===== src/rtl/clk_div_arb_pkg.sv =====
// Shared types and default widths for the two-requester clock-divider arbiter.
package clk_div_arb_pkg;
  localparam int N_REQ     = 2;
  localparam int DIV_W_DEF = 9;
  localparam int DUR_W_DEF = 16;

  typedef enum logic [1:0] {
    ST_IDLE = 2'd0,
    ST_RUN  = 2'd1,
    ST_DONE = 2'd2
  } state_e;
endpackage


===== src/rtl/clk_div_core.sv =====
// Divider datapath: phase counter, remaining-toggle register and the divided clock.
module clk_div_core
  import clk_div_arb_pkg::*;
#(
  parameter int DIV_W = DIV_W_DEF,
  parameter int DUR_W = DUR_W_DEF
) (
  input  logic             clk_20k,
  input  logic             rst_n,
  input  logic             load_i,
  input  logic             en_i,
  input  logic             clr_i,
  input  logic [DIV_W-1:0] div_i,
  input  logic [DUR_W:0]   tog_i,
  output logic             tc_o,
  output logic             clk_o
);

  logic [DIV_W-1:0] cnt_q, cnt_d;
  logic [DUR_W:0]   tog_q, tog_d;
  logic             clk_q, clk_d;

  always_ff @(posedge clk_20k or negedge rst_n) begin
    if (!rst_n) begin
      cnt_q <= '0;
      tog_q <= '0;
      clk_q <= 1'b0;
    end else begin
      cnt_q <= cnt_d;
      tog_q <= tog_d;
      clk_q <= clk_d;
    end
  end

  // Clear wins over load, load wins over run.
  always_comb begin
    cnt_d = cnt_q;
    tog_d = tog_q;
    clk_d = clk_q;
    if (clr_i) begin
      cnt_d = '0;
      tog_d = '0;
      clk_d = 1'b0;
    end else if (load_i) begin
      cnt_d = '0;
      tog_d = tog_i;
      clk_d = 1'b0;
    end else if (en_i) begin
      cnt_d = (cnt_q == div_i) ? '0 : cnt_q + DIV_W'(1);
      if (cnt_q == '0 && tog_q != '0) begin
        clk_d = ~clk_q;
        tog_d = tog_q - (DUR_W+1)'(1);
      end
    end
  end

  assign tc_o  = (cnt_q == '0) && (tog_q == '0);
  assign clk_o = clk_q;

endmodule


===== src/rtl/clk_div_arbiter.sv =====
// Arbitrates two requesters onto one programmable divider and reports completion.
// Optional macro CLK_DIV_ARB_ROUND_ROBIN_EN replaces fixed priority with a last-grant pointer.
module clk_div_arbiter
  import clk_div_arb_pkg::*;
#(
  parameter int DIV_W = DIV_W_DEF,
  parameter int DUR_W = DUR_W_DEF
) (
  input  logic             clk_20k,
  input  logic             rst_n,
  input  logic [N_REQ-1:0] req,
  input  logic [DIV_W-1:0] div0,
  input  logic [DUR_W-1:0] dur0,
  input  logic [DIV_W-1:0] div1,
  input  logic [DUR_W-1:0] dur1,
  output logic [N_REQ-1:0] gnt,
  output logic [N_REQ-1:0] done,
  output logic             busy,
  output logic             clk_out
);

  state_e           state_q, state_d;
  logic             win_q, win_d;
  logic [DIV_W-1:0] div_q, div_d;
  logic             win_sel;
  logic [DIV_W-1:0] sel_div;
  logic [DUR_W-1:0] sel_dur;
  logic             core_load, core_en, core_clr, core_tc;
  logic [N_REQ-1:0] win_vec;

`ifdef CLK_DIV_ARB_ROUND_ROBIN_EN
  logic ptr_q, ptr_d;

  always_ff @(posedge clk_20k or negedge rst_n) begin
    if (!rst_n) ptr_q <= 1'b0;
    else        ptr_q <= ptr_d;
  end

  assign ptr_d   = core_load ? win_sel : ptr_q;
  assign win_sel = (req == 2'b11) ? ~ptr_q : ~req[0];
`else
  assign win_sel = ~req[0];
`endif

  assign sel_div = win_sel ? div1 : div0;
  assign sel_dur = win_sel ? dur1 : dur0;

  always_ff @(posedge clk_20k or negedge rst_n) begin
    if (!rst_n) begin
      state_q <= ST_IDLE;
      win_q   <= 1'b0;
      div_q   <= '0;
    end else begin
      state_q <= state_d;
      win_q   <= win_d;
      div_q   <= div_d;
    end
  end

  always_comb begin
    state_d   = state_q;
    win_d     = win_q;
    div_d     = div_q;
    core_load = 1'b0;
    core_en   = 1'b0;
    core_clr  = 1'b0;
    case (state_q)
      ST_IDLE: begin
        if (|req) begin
          state_d   = ST_RUN;
          win_d     = win_sel;
          div_d     = (sel_div == '0) ? DIV_W'(1) : sel_div;
          core_load = 1'b1;
        end
      end
      ST_RUN: begin
        core_en = 1'b1;
        // A dropped grant aborts silently; terminal count leads to the done pulse.
        if (!req[win_q]) begin
          state_d  = ST_IDLE;
          core_clr = 1'b1;
        end else if (core_tc) begin
          state_d  = ST_DONE;
          core_clr = 1'b1;
        end
      end
      ST_DONE: state_d = ST_IDLE;
      default: begin
        state_d  = ST_IDLE;
        core_clr = 1'b1;
      end
    endcase
  end

  clk_div_core #(
    .DIV_W (DIV_W),
    .DUR_W (DUR_W)
  ) u_core (
    .clk_20k (clk_20k),
    .rst_n   (rst_n),
    .load_i  (core_load),
    .en_i    (core_en),
    .clr_i   (core_clr),
    .div_i   (div_q),
    .tog_i   ({sel_dur, 1'b0}),
    .tc_o    (core_tc),
    .clk_o   (clk_out)
  );

  assign win_vec = {win_q, ~win_q};
  assign gnt     = (state_q != ST_IDLE) ? win_vec : '0;
  assign done    = (state_q == ST_DONE) ? win_vec : '0;
  assign busy    = (state_q != ST_IDLE);

endmodule


===== config.mk =====
export PLATFORM = sky130hd
export DESIGN_NAME = clk_div_arbiter
export DESIGN_NICKNAME = d
export VERILOG_FILES = /design/src/rtl/clk_div_arb_pkg.sv /design/src/rtl/clk_div_core.sv /design/src/rtl/clk_div_arbiter.sv
export SDC_FILE = /design/constraint.sdc
export NUM_CORES = 1
export LEC_CHECK = 0
export ABC_AREA = 0
export BUFFER_PORTS_ARGS = -buffer_cell sky130_fd_sc_hd__buf_2
export CAP_MARGIN = 10
export CORE_MARGIN = 2
export CORE_UTILIZATION = 54
export CTS_BUF_LIST = sky130_fd_sc_hd__clkbuf_4 sky130_fd_sc_hd__clkbuf_8 sky130_fd_sc_hd__clkbuf_16
export CTS_CLUSTER_DIAMETER = 150
export DETAILED_ROUTE_END_ITERATION = 6
export PLACE_DENSITY = 0.9
export SETUP_SLACK_MARGIN = 0.3
export SKIP_CTS_REPAIR_TIMING = 1
export SLEW_MARGIN = 20
export SYNTH_ARGS = -nofsm -noshare
export SYNTH_HDL_FRONTEND = slang
export SYNTH_SLANG_ARGS = --single-unit

===== constraint.sdc =====
create_clock -name clk_20k -period 2.4 [get_ports clk_20k]
set_input_delay 0.48 -clock clk_20k [delete_from_list [all_inputs] [get_ports clk_20k]]
set_output_delay 0.48 -clock clk_20k [all_outputs]
set_load 0.01 [all_outputs]

# After elaboration in Yosys (flattened, before gate mapping)

Index checks and enable logic that the tools add are counted.

Word-level logic and storage cells: 61
Register bits after elaboration: 39
Input bits: 54
Output and inout port bits: 6

Magnitude comparators: 1
Bitwise operators: 3
$add $sub $neg: 2
Multiplexer cells: 29
Eq/ne operators: 5
Reduce and logical (&&, ||, !) cells: 15

Operator list:

| operator                                             | count |
|---|---|
| two-way mux 17 bit                                   | 4 |
| two-way mux 9 bit                                    | 6 |
| logical NOT 9 bit                                    | 2 |
| logical NOT 17 bit                                   | 1 |
| nonzero test 17 bit                                  | 1 |
| subtractor 17 x 1 -> 17 bit (second input constant)  | 1 |
| two-way mux 16 bit                                   | 1 |
| two-way mux 1 bit                                    | 11 |
| two-way mux 2 bit                                    | 5 |
| adder 9 x 1 -> 9 bit (second input constant)         | 1 |
| equality test 9 bit                                  | 1 |
| AND reduction 2 bit                                  | 3 |
| nonzero test 3 bit                                   | 2 |
| one-hot mux 2 bit (2 select lines)                   | 1 |
| OR reduction 2 bit                                   | 2 |
| inequality test 3 bit (second input constant)        | 1 |
| inverter 1 bit                                       | 3 |
| equality test 2 x 1 -> 1 bit (second input constant) | 1 |
| equality test 2 bit (second input constant)          | 1 |
| logical AND 1 bit                                    | 2 |
| logical NOT 2 bit                                    | 1 |
| < comparator 1 x 2 -> 1 bit (second input constant)  | 1 |
| inequality test 2 bit (second input constant)        | 1 |
| one-hot mux 1 bit (2 select lines)                   | 1 |
| nonzero test 2 bit                                   | 1 |

# Depth between registers and ports, before layout

Depth after elaboration: 7
Depth in mapped cells: 9
Mapped depth without buffers: 7

# Cells and area by module

A second synthesis with hierarchy kept.

Cells, all modules: 287
Area total of the unflattened synthesis: 2,716.4 um^2

Modules (own cells, without submodules):

| module          | times used | seq. area each (um^2) | cells each | area each (um^2) |
|---|---|---|---|---|
| clk_div_core    | 1          | 675.6                 | 199        | 1,830.5 |
| clk_div_arbiter | 1          | 300.3                 | 88         | 885.8 |

# Worst setup path after synthesis

No wires, ideal clock.

Path type: register to register
From: register u_core.tog_q[0]
To: register u_core.cnt_q[4]
Library setup time: 101 ps
Buffers on the path: 2
Slack: 488 ps
Data required time: 2,299 ps
Cell stages (with the launch flop): 10
Period minus slack after synthesis: 1,912 ps
Arrival time: 1,812 ps
Cell sequence: dfrtp_1 > inv_1 > ha_1 > nor4b_1 > and4_1 > buf_2 > a21oi_1 > buf_2 > nand2_1 > o32ai_1

Longest elaborated chain between the ends: 6
Elaborated cells on any way between the ends: 7
Classes of those cells: 4 x mux; 3 x reduce/logical

Ends and longest elaborated chain:

| what                                                                            | line                  | RTL |
|---|---|---|
| start: declaration                                                              | clk_div_core.sv:20    | `logic [DUR_W:0] tog_q, tog_d;` |
| start signal: assignment                                                        | clk_div_core.sv:30    | `tog_q <= tog_d;` |
| logical NOT 17 bit *                                                            | clk_div_core.sv:57    | `assign tc_o = (cnt_q == '0) && (tog_q == '0);` |
| logical AND 1 bit *                                                             | clk_div_core.sv:57    |  |
| two-way mux 1 bit *                                                             | clk_div_arbiter.sv:82 | `end else if (core_tc) begin` |
| two-way mux 1 bit *                                                             | clk_div_arbiter.sv:79 | `if (!req[win_q]) begin` |
| one-hot mux 1 bit (2 select lines) *                                            | clk_div_arbiter.sv:67 | `case (state_q)` |
| nonzero test 3 bit (no source line) / two-way mux 9 bit (equally long branches) | -                     |  |
| end signal: assignment                                                          | clk_div_core.sv:29    | `cnt_q <= cnt_d;` |
| end: declaration                                                                | clk_div_core.sv:19    | `logic [DIV_W-1:0] cnt_q, cnt_d;` |

Mark *: on every way between the ends. The rest lies on a longest branch, timed or not.
A chain may end at the register's enable or synchronous reset.

# Worst setup path after layout

From: register u_core.cnt_q[1]
To: register u_core.tog_q[12]

Longest elaborated chain between the ends: 7
Elaborated cells on any way between the ends: 10
Classes of those cells: 4 x mux; 6 x reduce/logical

Ends and longest elaborated chain:

| what                                 | line |
|---|---|
| logical NOT 9 bit *                  | clk_div_core.sv:50, clk_div_core.sv:57 |
| logical AND 1 bit                    | clk_div_core.sv:57 |
| two-way mux 1 bit                    | clk_div_arbiter.sv:82 |
| two-way mux 1 bit                    | clk_div_arbiter.sv:79 |
| one-hot mux 1 bit (2 select lines)   | clk_div_arbiter.sv:67 |
| nonzero test 3 bit (no source line)  | - |
| AND reduction 2 bit (no source line) | - |

Marks and branches as above.

==> summary by stage <==
Synthesis
The distinct cell type count of the synthesized netlist is 48. The most frequently used cell type in the post-synthesis netlist is dfrtp_1. In the synthesized netlist the dominant register cell turns out to be dfrtp_1. Ranked by total cell area, the synthesized netlist is headed by dfrtp_1, a211oi_1, xnor2_1, mux2i_1, nor2b_1. The yosys synthesis warning count is 0.

The top cell type by area accounts for a little under two fifths of the synthesized area. The synthesized design contains 39 register bits. The commonest cells after synthesis are dfrtp_1, a211oi_1, nand2_1. The biggest area consumer among synthesized cells is dfrtp_1. In this run the cell area of the synthesized design comes to 0.00258 mm2.

The sequential-to-total area share from yosys stat is a little under two fifths. The fraction of registers with async set or reset after synthesis is 100%. The post-synth net total is 334. The average cell area after synthesis is slightly above 9 um2. The synthesized design contains 0 enable-type register cells. The cell count after synthesis is 276.

Timing
The clock period minus final worst setup slack is a little over 2 ns. Across all hold checks on the routed design, the worst slack comes to around 0.30 ns. The final hold violation count was 0. The setup violation total in the final timing report is 0.

Across the routed clock network, the largest skew measured is between 0.005 and 0.006 ns. The slew at the pin closest to its max-slew limit is a little under 0.9 ns. Setup repair after global routing could not meet its margin everywhere. The max-slew violation count is 0. The fraction of the cycle the final worst path needs is between 80% and 90%. The headroom to the max-slew limit is 42.0%.

In the final timing run, aggregate negative setup slack is 0 ns. Static timing analysis puts the maximum clock frequency at 492 MHz.

Clock network
In this run the deepest clock path goes through 2 buffers. The clock network latency to the later pin of the worst-skew pair is about 0.30 ns. The number of clock buffers added by TritonCTS is 5. The tree built by TritonCTS fans out to 39 sinks. TritonCTS built the clock tree.

The CTS root buffer is clkbuf_8. The register clock-pin slew on the reported worst setup and hold paths is roughly 0.080 ns. The total number of H-tree levels is 2.

GRT
In the global route stage, overall resource usage came out at between 20% and 30%. The number of antenna violations at the first check in global routing is 0. For this run the aggregate overflow at the end of global routing stands at 0. The via count of the first global-routing pass came to ~2.1k. Entering global routing, the biggest net connects 40 pins. The wire length of the first global-routing pass is approximately 9.9 mm.

Run status
The flow ran to the end, and the final reports show no timing, DRC or antenna violations.

Setup path
The library cell contributing the largest single delay on the critical path is dfrtp_2. The signal on the critical path passes through inv_1, ha_1, nor4b_4, nand4_1, buf_4, nor4_2, xnor2_1, a211oi_1. The top cell family by delay on the critical path is simple AND/OR/NAND/NOR gates. For the worst setup path, the data required time is around 2.6 ns. The data arrival time of the worst path is about 2.2 ns.

STA classifies the critical path startpoint as a register. The worst setup path is captured at a register. For this run, the slowest stage of the critical path takes approximately 0.44 ns. The count of buffer and inverter cells on the critical path is 2. The maximum fanout count along the critical path is 6. The setup path with the least slack is of type reg2reg.

Job
The max-cap check violation count is 0.

Floorplanning
The overall die width is 73.1 um. The total area inside the core boundary comes to ~0.0047 mm2. The count of standard-cell rows is 25.

The die covers 0.00534 mm2. The floorplan die height is approximately 73 um. The count of pins on the block boundary is 60. The initial utilization of the core area, before any placement, comes to between 50 and 60%.

Drt
The average wire per cell in the routed design is around 15 um. The violation count after the first detailed-routing iteration is around 210. The detail route stage leaves a number of antenna-violating nets equal to 0. After detailed routing, the number of remaining DRC violations is 0. Wires add up to approximately 6.1 mm. Summing over every cut layer, the via total after detailed routing is ~2.4k. In the routed layout, each cell is associated on average with a via count of 5.99. The first-pass iteration count of the detailed router is 4.

Layout
The fraction of layout instances using a drive strength above 1 is between 30 and 40%. Counting the fill cells in the layout gives 354. With fillers left out, the area of the finished cells amounts to 0.00311 mm2.

The area growth from synthesis to final layout is 20.6%. The count of inserted antenna diode cells is 0. At the end of the flow, the number of nets in the layout was between 300 and 400.

Power and ir drop
In this run the static leakage power is ~0.0013 uW. The largest vdd supply drop is 0.448 mV. The power density relative to cell area is ~1000 mW/mm2.

Placed design
The placed instance area is ~0.0029 mm2. Once detailed placement completed, the half-perimeter wirelength came to roughly 4.3 mm. The global placement routability congestion is around 1. During placement, the flow inserted port buffers numbering 59.

Worst hold path
The worst hold path belongs to the class in2async.
metal layers:
| layer | up-vias | GRT usage, % | share of wire, % | routed length (um) |
|---|---|---|---|---|
| met3 | 14 | 2.90 | 5.7 | 347 |
| met4 | 0 | 10.3 | 2.2 | 135 |
| met2 | 100 | 35.4 | 46 | 2770 |
| met5 | - | 0 | 0 | 0 |
| li1 | 1152 | - | - | - |
| met1 | 1100 | 35.4 | 46 | 2800 |
kinds of logic (layout without fill, tap and decap cells):
logic type      count (synthesis)  in the layout  share of synthesized area (%)
simple gates                  109            109                           25.7
compound gates                 66             66                           17.9
flops                          39             39                           37.9
buf+inv                        23             88                           3.98
xor+xnor                       22             22                           7.48
mux                            13             13                           5.10
fa+ha+maj                       4              4                           1.94
final cells by class:
type	instances	area, um2	area share [%]
clock buffers	6	82.6	2.66
clock inverters	1	5.00	0.161
inverters	7	26.3	0.845
multi-input cells	214	1540	49.6
flip-flops and latches	39	978	31.5
well taps	54	67.6	2.17
repair buffers	74	408	13.1
stage by stage:
stage / setup WS (ns) / power [uW] / utilization [%] / instances
after CTS: 0.255 / 3130 / 64.8 / 388
after floorplan: 0.488 / 2240 / - / 276
after global routing: 0.227 / 3470 / 66.7 / 395
final: 0.370 / 3220 / 66.7 / 395
after global placement: 0.374 / 2590 / 63.0 / 381
after detailed placement: 0.273 / 2670 / 63.0 / 381
layout by cell type (no fill, tap or decap), types with 5 or more instances in the layout:
cell	instances
a211oi_1	31
a31oi_1	5
buf_2	59
buf_4	15
clkbuf_8	6
dfrtp_1	37
inv_1	7
mux2i_1	12
nand2_1	24
nand3_1	8
nor2_1	9
nor2b_1	16
nor3_1	9
nor4_1	8
o21ai_0	11
or3_1	5
xnor2_1	15
xor2_1	7
power breakdown:
group          internal [uW]  leakage [uW]  switching [uW]
Combinational            710      0.000800             906
Clock                    225     0.0000470             228
Sequential               888      0.000502             264
Total                   1820       0.00135            1400
state kept, by name, summed over array words and instances, names as in the netlist:
signal / flops
div_q: 9
u_core.clk_o: 1
state_q: 2
u_core.tog_q: 17
win_q: 1
u_core.cnt_q: 9
worst reg2reg max path, cell delays in order, from the launching register on:
cell,delay (ns)
dfrtp_2,0.44
inv_1,0.08
ha_1,0.14
nor4b_4,0.30
nand4_1,0.13
buf_4,0.19
nor4_2,0.24
xnor2_1,0.11
a211oi_1,0.30
worst paths after layout:
kind	from	to	slack, ns	cells after the start
max in group asynchronous	rst_n	u_core.cnt_q[0]	1.50	1
setup / recovery	u_core.cnt_q[1]	u_core.tog_q[12]	0.37	8
hold reg to reg	div_q[4]	div_q[4]	0.50	2
min in group clk_20k	div1[5]	div_q[5]	0.50	3
setup reg to reg	u_core.cnt_q[1]	u_core.tog_q[12]	0.37	8
hold / removal	rst_n	div_q[3]	0.30	1
No activity file was read; power rests on OpenSTA's default activity.
